### src/rtl/command_parse_and_encapsulate_mcc.sv
// Register-mapped command parser for the per-channel cycle-control settings.
// Each channel has four words: operation base high/low, cycle length, and status.
// The 64-bit operation base is written through a shadow high word, so the
// active value only changes when the low word lands.
module command_parse_and_encapsulate_mcc #(
    parameter int          CH_NUM        = 4,
    parameter logic [31:0] DEF_CYCLE_LEN = 32'd100000,
    parameter logic [63:0] DEF_OPER_BASE = 64'd60000000000
) (
    input  logic                   i_clk,
    input  logic                   i_rst,
    input  logic                   i_wr_cc,
    input  logic [31:0]            iv_wdata_cc,
    input  logic [18:0]            iv_addr_cc,
    input  logic                   i_addr_fixed_cc,
    input  logic                   i_rd_cc,
    output logic                   o_wr_cc,
    output logic [31:0]            ov_rdata_cc,
    output logic [18:0]            ov_raddr_cc,
    output logic                   o_addr_fixed_cc,
    output logic [CH_NUM*32-1:0]   ov_cycle_length,
    output logic [CH_NUM*64-1:0]   ov_oper_base,
    output logic [CH_NUM-1:0]      ov_cfg_update,
    output logic                   o_addr_err
);

    logic [31:0]       chan_idx;
    logic [1:0]        offset;
    logic              mapped;
    logic              wr_hit;
    logic              rd_hit;
    logic              err_hit;

    logic [31:0]       cycle_len_q   [CH_NUM];
    logic [31:0]       cycle_len_d   [CH_NUM];
    logic [63:0]       oper_base_q   [CH_NUM];
    logic [63:0]       oper_base_d   [CH_NUM];
    logic [31:0]       shadow_hi_q   [CH_NUM];
    logic [31:0]       shadow_hi_d   [CH_NUM];
    logic [CH_NUM-1:0] shadow_pend_q, shadow_pend_d;
    logic [CH_NUM-1:0] zlen_err_q,    zlen_err_d;
    logic [CH_NUM-1:0] cfg_update_q,  cfg_update_d;
    logic              addr_err_q,    addr_err_d;
    logic              rsp_valid_q,   rsp_valid_d;
    logic [31:0]       rsp_data_q,    rsp_data_d;
    logic [18:0]       rsp_addr_q,    rsp_addr_d;
    logic              rsp_fixed_q,   rsp_fixed_d;

    // Address decode; a simultaneous write wins and the read is dropped
    always_comb begin
        chan_idx = {15'd0, iv_addr_cc[18:2]};
        offset   = iv_addr_cc[1:0];
        mapped   = !i_addr_fixed_cc && (chan_idx < CH_NUM);
        wr_hit   = i_wr_cc && mapped;
        rd_hit   = i_rd_cc && !i_wr_cc && mapped;
        err_hit  = !i_addr_fixed_cc && !mapped && (i_wr_cc || i_rd_cc);
    end

    // Next-state for the register file, the read response and the pulses
    always_comb begin
        cycle_len_d   = cycle_len_q;
        oper_base_d   = oper_base_q;
        shadow_hi_d   = shadow_hi_q;
        shadow_pend_d = shadow_pend_q;
        zlen_err_d    = zlen_err_q;
        cfg_update_d  = '0;
        addr_err_d    = err_hit;
        rsp_valid_d   = rd_hit;
        rsp_data_d    = '0;
        rsp_addr_d    = rd_hit ? iv_addr_cc : 19'd0;
        rsp_fixed_d   = rd_hit ? i_addr_fixed_cc : 1'b0;
        for (int c = 0; c < CH_NUM; c++) begin
            if (chan_idx == c) begin
                if (rd_hit) begin
                    case (offset)
                        2'd0:    rsp_data_d = oper_base_q[c][63:32];
                        2'd1:    rsp_data_d = oper_base_q[c][31:0];
                        2'd2:    rsp_data_d = cycle_len_q[c];
                        default: rsp_data_d = {30'd0, zlen_err_q[c], shadow_pend_q[c]};
                    endcase
                end
                if (wr_hit) begin
                    case (offset)
                        2'd0: begin
                            shadow_hi_d[c]   = iv_wdata_cc;
                            shadow_pend_d[c] = 1'b1;
                        end
                        2'd1: begin
                            oper_base_d[c]   = {shadow_pend_q[c] ? shadow_hi_q[c] : oper_base_q[c][63:32],
                                                iv_wdata_cc};
                            shadow_pend_d[c] = 1'b0;
                            cfg_update_d[c]  = 1'b1;
                        end
                        2'd2: begin
                            if (iv_wdata_cc != 32'd0) begin
                                cycle_len_d[c]  = iv_wdata_cc;
                                cfg_update_d[c] = 1'b1;
                            end else begin
                                zlen_err_d[c]   = 1'b1;
                            end
                        end
                        default: begin
                            if (iv_wdata_cc[1]) begin
                                zlen_err_d[c] = 1'b0;
                            end
                        end
                    endcase
                end
            end
        end
    end

    // State registers, defaults loaded asynchronously on reset
    always_ff @(posedge i_clk or posedge i_rst) begin
        if (i_rst) begin
            for (int c = 0; c < CH_NUM; c++) begin
                cycle_len_q[c] <= DEF_CYCLE_LEN;
                oper_base_q[c] <= DEF_OPER_BASE;
                shadow_hi_q[c] <= 32'd0;
            end
            shadow_pend_q <= '0;
            zlen_err_q    <= '0;
            cfg_update_q  <= '0;
            addr_err_q    <= 1'b0;
            rsp_valid_q   <= 1'b0;
            rsp_data_q    <= 32'd0;
            rsp_addr_q    <= 19'd0;
            rsp_fixed_q   <= 1'b0;
        end else begin
            cycle_len_q   <= cycle_len_d;
            oper_base_q   <= oper_base_d;
            shadow_hi_q   <= shadow_hi_d;
            shadow_pend_q <= shadow_pend_d;
            zlen_err_q    <= zlen_err_d;
            cfg_update_q  <= cfg_update_d;
            addr_err_q    <= addr_err_d;
            rsp_valid_q   <= rsp_valid_d;
            rsp_data_q    <= rsp_data_d;
            rsp_addr_q    <= rsp_addr_d;
            rsp_fixed_q   <= rsp_fixed_d;
        end
    end

    // Flatten the active per-channel values onto the output buses
    always_comb begin
        ov_cycle_length = '0;
        ov_oper_base    = '0;
        for (int c = 0; c < CH_NUM; c++) begin
            ov_cycle_length[c*32 +: 32] = cycle_len_q[c];
            ov_oper_base[c*64 +: 64]    = oper_base_q[c];
        end
    end

    assign o_wr_cc         = rsp_valid_q;
    assign ov_rdata_cc     = rsp_data_q;
    assign ov_raddr_cc     = rsp_addr_q;
    assign o_addr_fixed_cc = rsp_fixed_q;
    assign ov_cfg_update   = cfg_update_q;
    assign o_addr_err      = addr_err_q;

endmodule

### config.mk
export PLATFORM = sky130hd
export DESIGN_NAME = command_parse_and_encapsulate_mcc
export DESIGN_NICKNAME = d
export VERILOG_FILES = /design/src/rtl/command_parse_and_encapsulate_mcc.sv
export SDC_FILE = /design/constraint.sdc
export NUM_CORES = 1
export LEC_CHECK = 0
export ABC_AREA = 1
export BUFFER_PORTS_ARGS = -buffer_cell sky130_fd_sc_hd__clkbuf_2
export CELL_PAD_IN_SITES_DETAIL_PLACEMENT = 2
export CELL_PAD_IN_SITES_GLOBAL_PLACEMENT = 2
export CORE_AREA = 2 2 292 352
export CTS_CLUSTER_DIAMETER = 120
export CTS_CLUSTER_SIZE = 16
export DETAILED_ROUTE_END_ITERATION = 8
export DIE_AREA = 0 0 294 354
export GPL_ROUTABILITY_DRIVEN = 0
export PLACE_DENSITY_LB_ADDON = 0.1
export REMOVE_ABC_BUFFERS = 1
export SYNTH_ARGS = -nofsm -noshare
export SYNTH_HDL_FRONTEND = slang
export SYNTH_SLANG_ARGS = --single-unit
### constraint.sdc
create_clock -name i_clk -period 21.9 [get_ports i_clk]
set_input_delay 1.095 -clock i_clk [delete_from_list [all_inputs] [get_ports i_clk]]
set_output_delay 1.095 -clock i_clk [all_outputs]
set_load 0.005 [all_outputs]
==> flow_summary_export.csv <==
group,metric,value,unit
detailed_routing,wl_per_cell,25.09,um
sta,slew_violations,0,
critical_path,path_class,"in -> reg",
cts,htree_levels,2,
finish,multi_input_area,8980,um^2
detailed_routing,routed_wl,117400,um
min_path,hold_class,"reg -> reg",
min_path,hold_path_depth,2,
critical_path,critPathLaunchType,"input port",
detailed_routing,vias,22420,
critical_path,crit_path_max_fanout,65,
power_and_ir_drop,power.density,65.26,nW/um^2
detailed_routing,drt_pass1_iterations,4,
synth,synth_ff_type,"dfrtp_1",
synth,synthArstFlopShare,100.0,%
critical_path,rr_worst_depth,4,
global_route,grt_max_degree,153,
sta,fmax,0.2599,GHz
global_route,grt_usage,22.53,%
sta,worst_pin_slew,1.202,ns
detailed_routing,wl_met2,57590,um
synth,syn_inst,2973,
sta,fin_skew,0.01984,ns
flow_run,cap_violations,0,
detailed_routing,wl_met1,52320,um
finish,final-seq-area,14570,um^2
placement,dp_hpwl,75720,um
finish,syn_to_final_growth,19.17,%
floorplan,io_pins,498,
cts,cts_tree,"built",
detailed_routing,drt_iter0_drc,1045,
global_route,antenna_found_initial,4,
finish,final_cell_mix,"nand2_1, clkbuf_2, dfrtp_1",
global_route,grt_pass1_wl,174000,um
floorplan,die_w,294,um
cts,clk_pin_slew,0.07,ns
power_and_ir_drop,ir_drop,47.52,uV
synth,yosys_register_bits,578,
detailed_routing,via_per_inst,4.792,
floorplan,core-area,100700,um^2
cts,cts.hold.buffers_added,0,
global_route,grt_pass1_vias,24500,
sta,setup_violations,0,
finish,drive_gt1_share,20.84,%
critical_path,arrival,4.34,ns
cts,numCtsBuffers,42,
sta,fin_crit,3.847,ns
detailed_routing,met3WireLength,4919,um
synth,avgSynthCellArea,8.402,um^2
detailed_routing,top_layer_used,"met4",
critical_path,critPathCaptureType,"flop",
synth,yosysSeqAreaShare,58.32,%
cts,cts-root-buf,"clkbuf_16",
cts,cts.sinks,578,
synth,synth-edff-count,0,
floorplan,core.rowCount,128,
placement,numPortBuffers,497,
finish,final_common_cell,"nand2_1",
cts,clk_path_buf_depth,3,
sta,maxSlewHeadroom,19.65,%
synth,yosysWarningCount,0,
finish,fin_nets,3406,
global_route,grt-ovfl-total,0,
cts,post_cts_buffers,0,
sta,tns,0,ns
detailed_routing,drc,0,
sta,rsz0062_at_grt,"no",
finish,fillers,11560,
cts,cts_resized,0,
detailed_routing,ant_nets,0,
cts,clk_latency,0.61,ns
power_and_ir_drop,p_leak,14.57,nW
sta,hold_viol,0,
critical_path,worstPathRequired,22.39,ns
power_and_ir_drop,finalPower,1.943,mW
sta,period_share,17.57,%
floorplan,die_y,354,um
floorplan,start_util,24.80,%
floorplan,dieArea,104100,um^2
outcome,status,"completed",
synth,syn_area,24980,um^2
synth,synth_cell_type_count,31,
[layer usage]
layer / global-route usage (%) / vias to the layer above
met5: 0 / -
met4: 5.082 / 0
met3: 3.748 / 123
met2: 38.68 / 459
met1: 29.59 / 11650
li1: - / 10190
[synth_stat cells, types with 2 or more instances]
master	count	area share, %
nand3_1	204	4.1
or2_2	2	0.050
a21boi_0	4	0.12
buf_6	13	0.59
buf_2	71	1.4
dfrtp_1	494	49
nand2_1	1136	17
a21oi_1	14	0.28
a31oi_1	3	0.075
nand3_2	2	0.080
o21ai_0	138	2.8
nor2_4	8	0.36
clkinv_1	2	0.030
clkbuf_1	101	1.5
o21ai_1	347	7.0
ha_1	4	0.20
buf_1	18	0.27
dfstp_2	84	8.8
buf_4	2	0.060
nor2_2	9	0.23
nand4_4	4	0.34
nand4_1	32	0.80
inv_2	4	0.060
nand2_2	6	0.15
inv_1	173	2.6
nor3_1	9	0.18
nor2_1	85	1.3
[cells by family (layout without fill, tap and decap cells)]
family	count (synthesis)	after routing	share of synthesized area, %
adder cells (fa/ha/maj)	4	4	0.2004
buffers and inverters	385	775	6.566
AO/OA/AOI/OAI	507	507	10.23
flip-flops	578	578	58.32
AND/OR/NAND/NOR	1498	1498	24.67
other	1	17	0.01501
[critical path, stage by stage]
cell      delay [ns]
clkbuf_2        0.09
nor2_1          0.17
nand2_2         0.17
nor2_4          0.13
buf_4           0.44
nand3_2         0.63
nor2_4          0.46
nand2_4         0.64
o21ai_0         0.42
[power breakdown]
part / total [mW] / leakage, nW / internal [mW] / switching (mW)
Clock: 0.793 / 0.584 / 0.375 / 0.418
Sequential: 1.07 / 7.71 / 1.07 / 0.000432
Combinational: 0.0805 / 6.27 / 0.0108 / 0.0697
Total: 1.94 / 14.6 / 1.45 / 0.488
[sequential cells by signal, summed over array words and instances, names as in the netlist]
register / cells
o_wr_cc: 1
shadow_pend_q: 4
o_addr_fixed_cc: 1
ov_cycle_length: 128
ov_oper_base: 256
ov_rdata_cc: 32
zlen_err_q: 4
ov_raddr_cc: 19
shadow_hi_q: 128
o_addr_err: 1
ov_cfg_update: 4
[path summary, 6_finish.rpt]
| path | startpoint | endpoint | slack [ns] |
|---|---|---|---|
| max in group asynchronous | i_rst | ov_oper_base[152] | 18.85 |
| max | iv_addr_cc[9] | ov_oper_base[84] | 18.05 |
| max reg2reg | shadow_pend_q[0] | ov_oper_base[52] | 20.02 |
| min in group asynchronous | i_rst | ov_cycle_length[31] | 0.59 |
| min | shadow_hi_q[18] | shadow_hi_q[18] | 0.49 |
| min reg2reg | shadow_hi_q[18] | shadow_hi_q[18] | 0.49 |
[cell type report]
class                           instances  share of cell area (%)
Antenna cell                            1                0.008406
Clock inverter                          2                 0.08406
Inverter                              179                   2.282
Clock buffer                           74                   4.039
Multi-Input combinational cell       2025                   30.16
Sequential cell                       578                   48.94
Timing Repair Buffer                  520                   9.019
Tap cell                             1300                   5.464
[stage by stage]
stage	setup WS [ns]	std cells	hold WS [ns]	utilization [%]	cell area, um^2
after floorplan	4.773	2782	0.4366	-	24070
after global placement	17.41	4602	0.4673	28.33	28540
after detailed placement	17.29	4602	0.4747	28.33	28540
after CTS	17.98	4678	0.4944	29.55	29770
after global routing	17.77	4679	0.5019	29.55	29770
final	18.05	4679	0.4917	29.55	29770
Power figures use the tool's default switching activity.
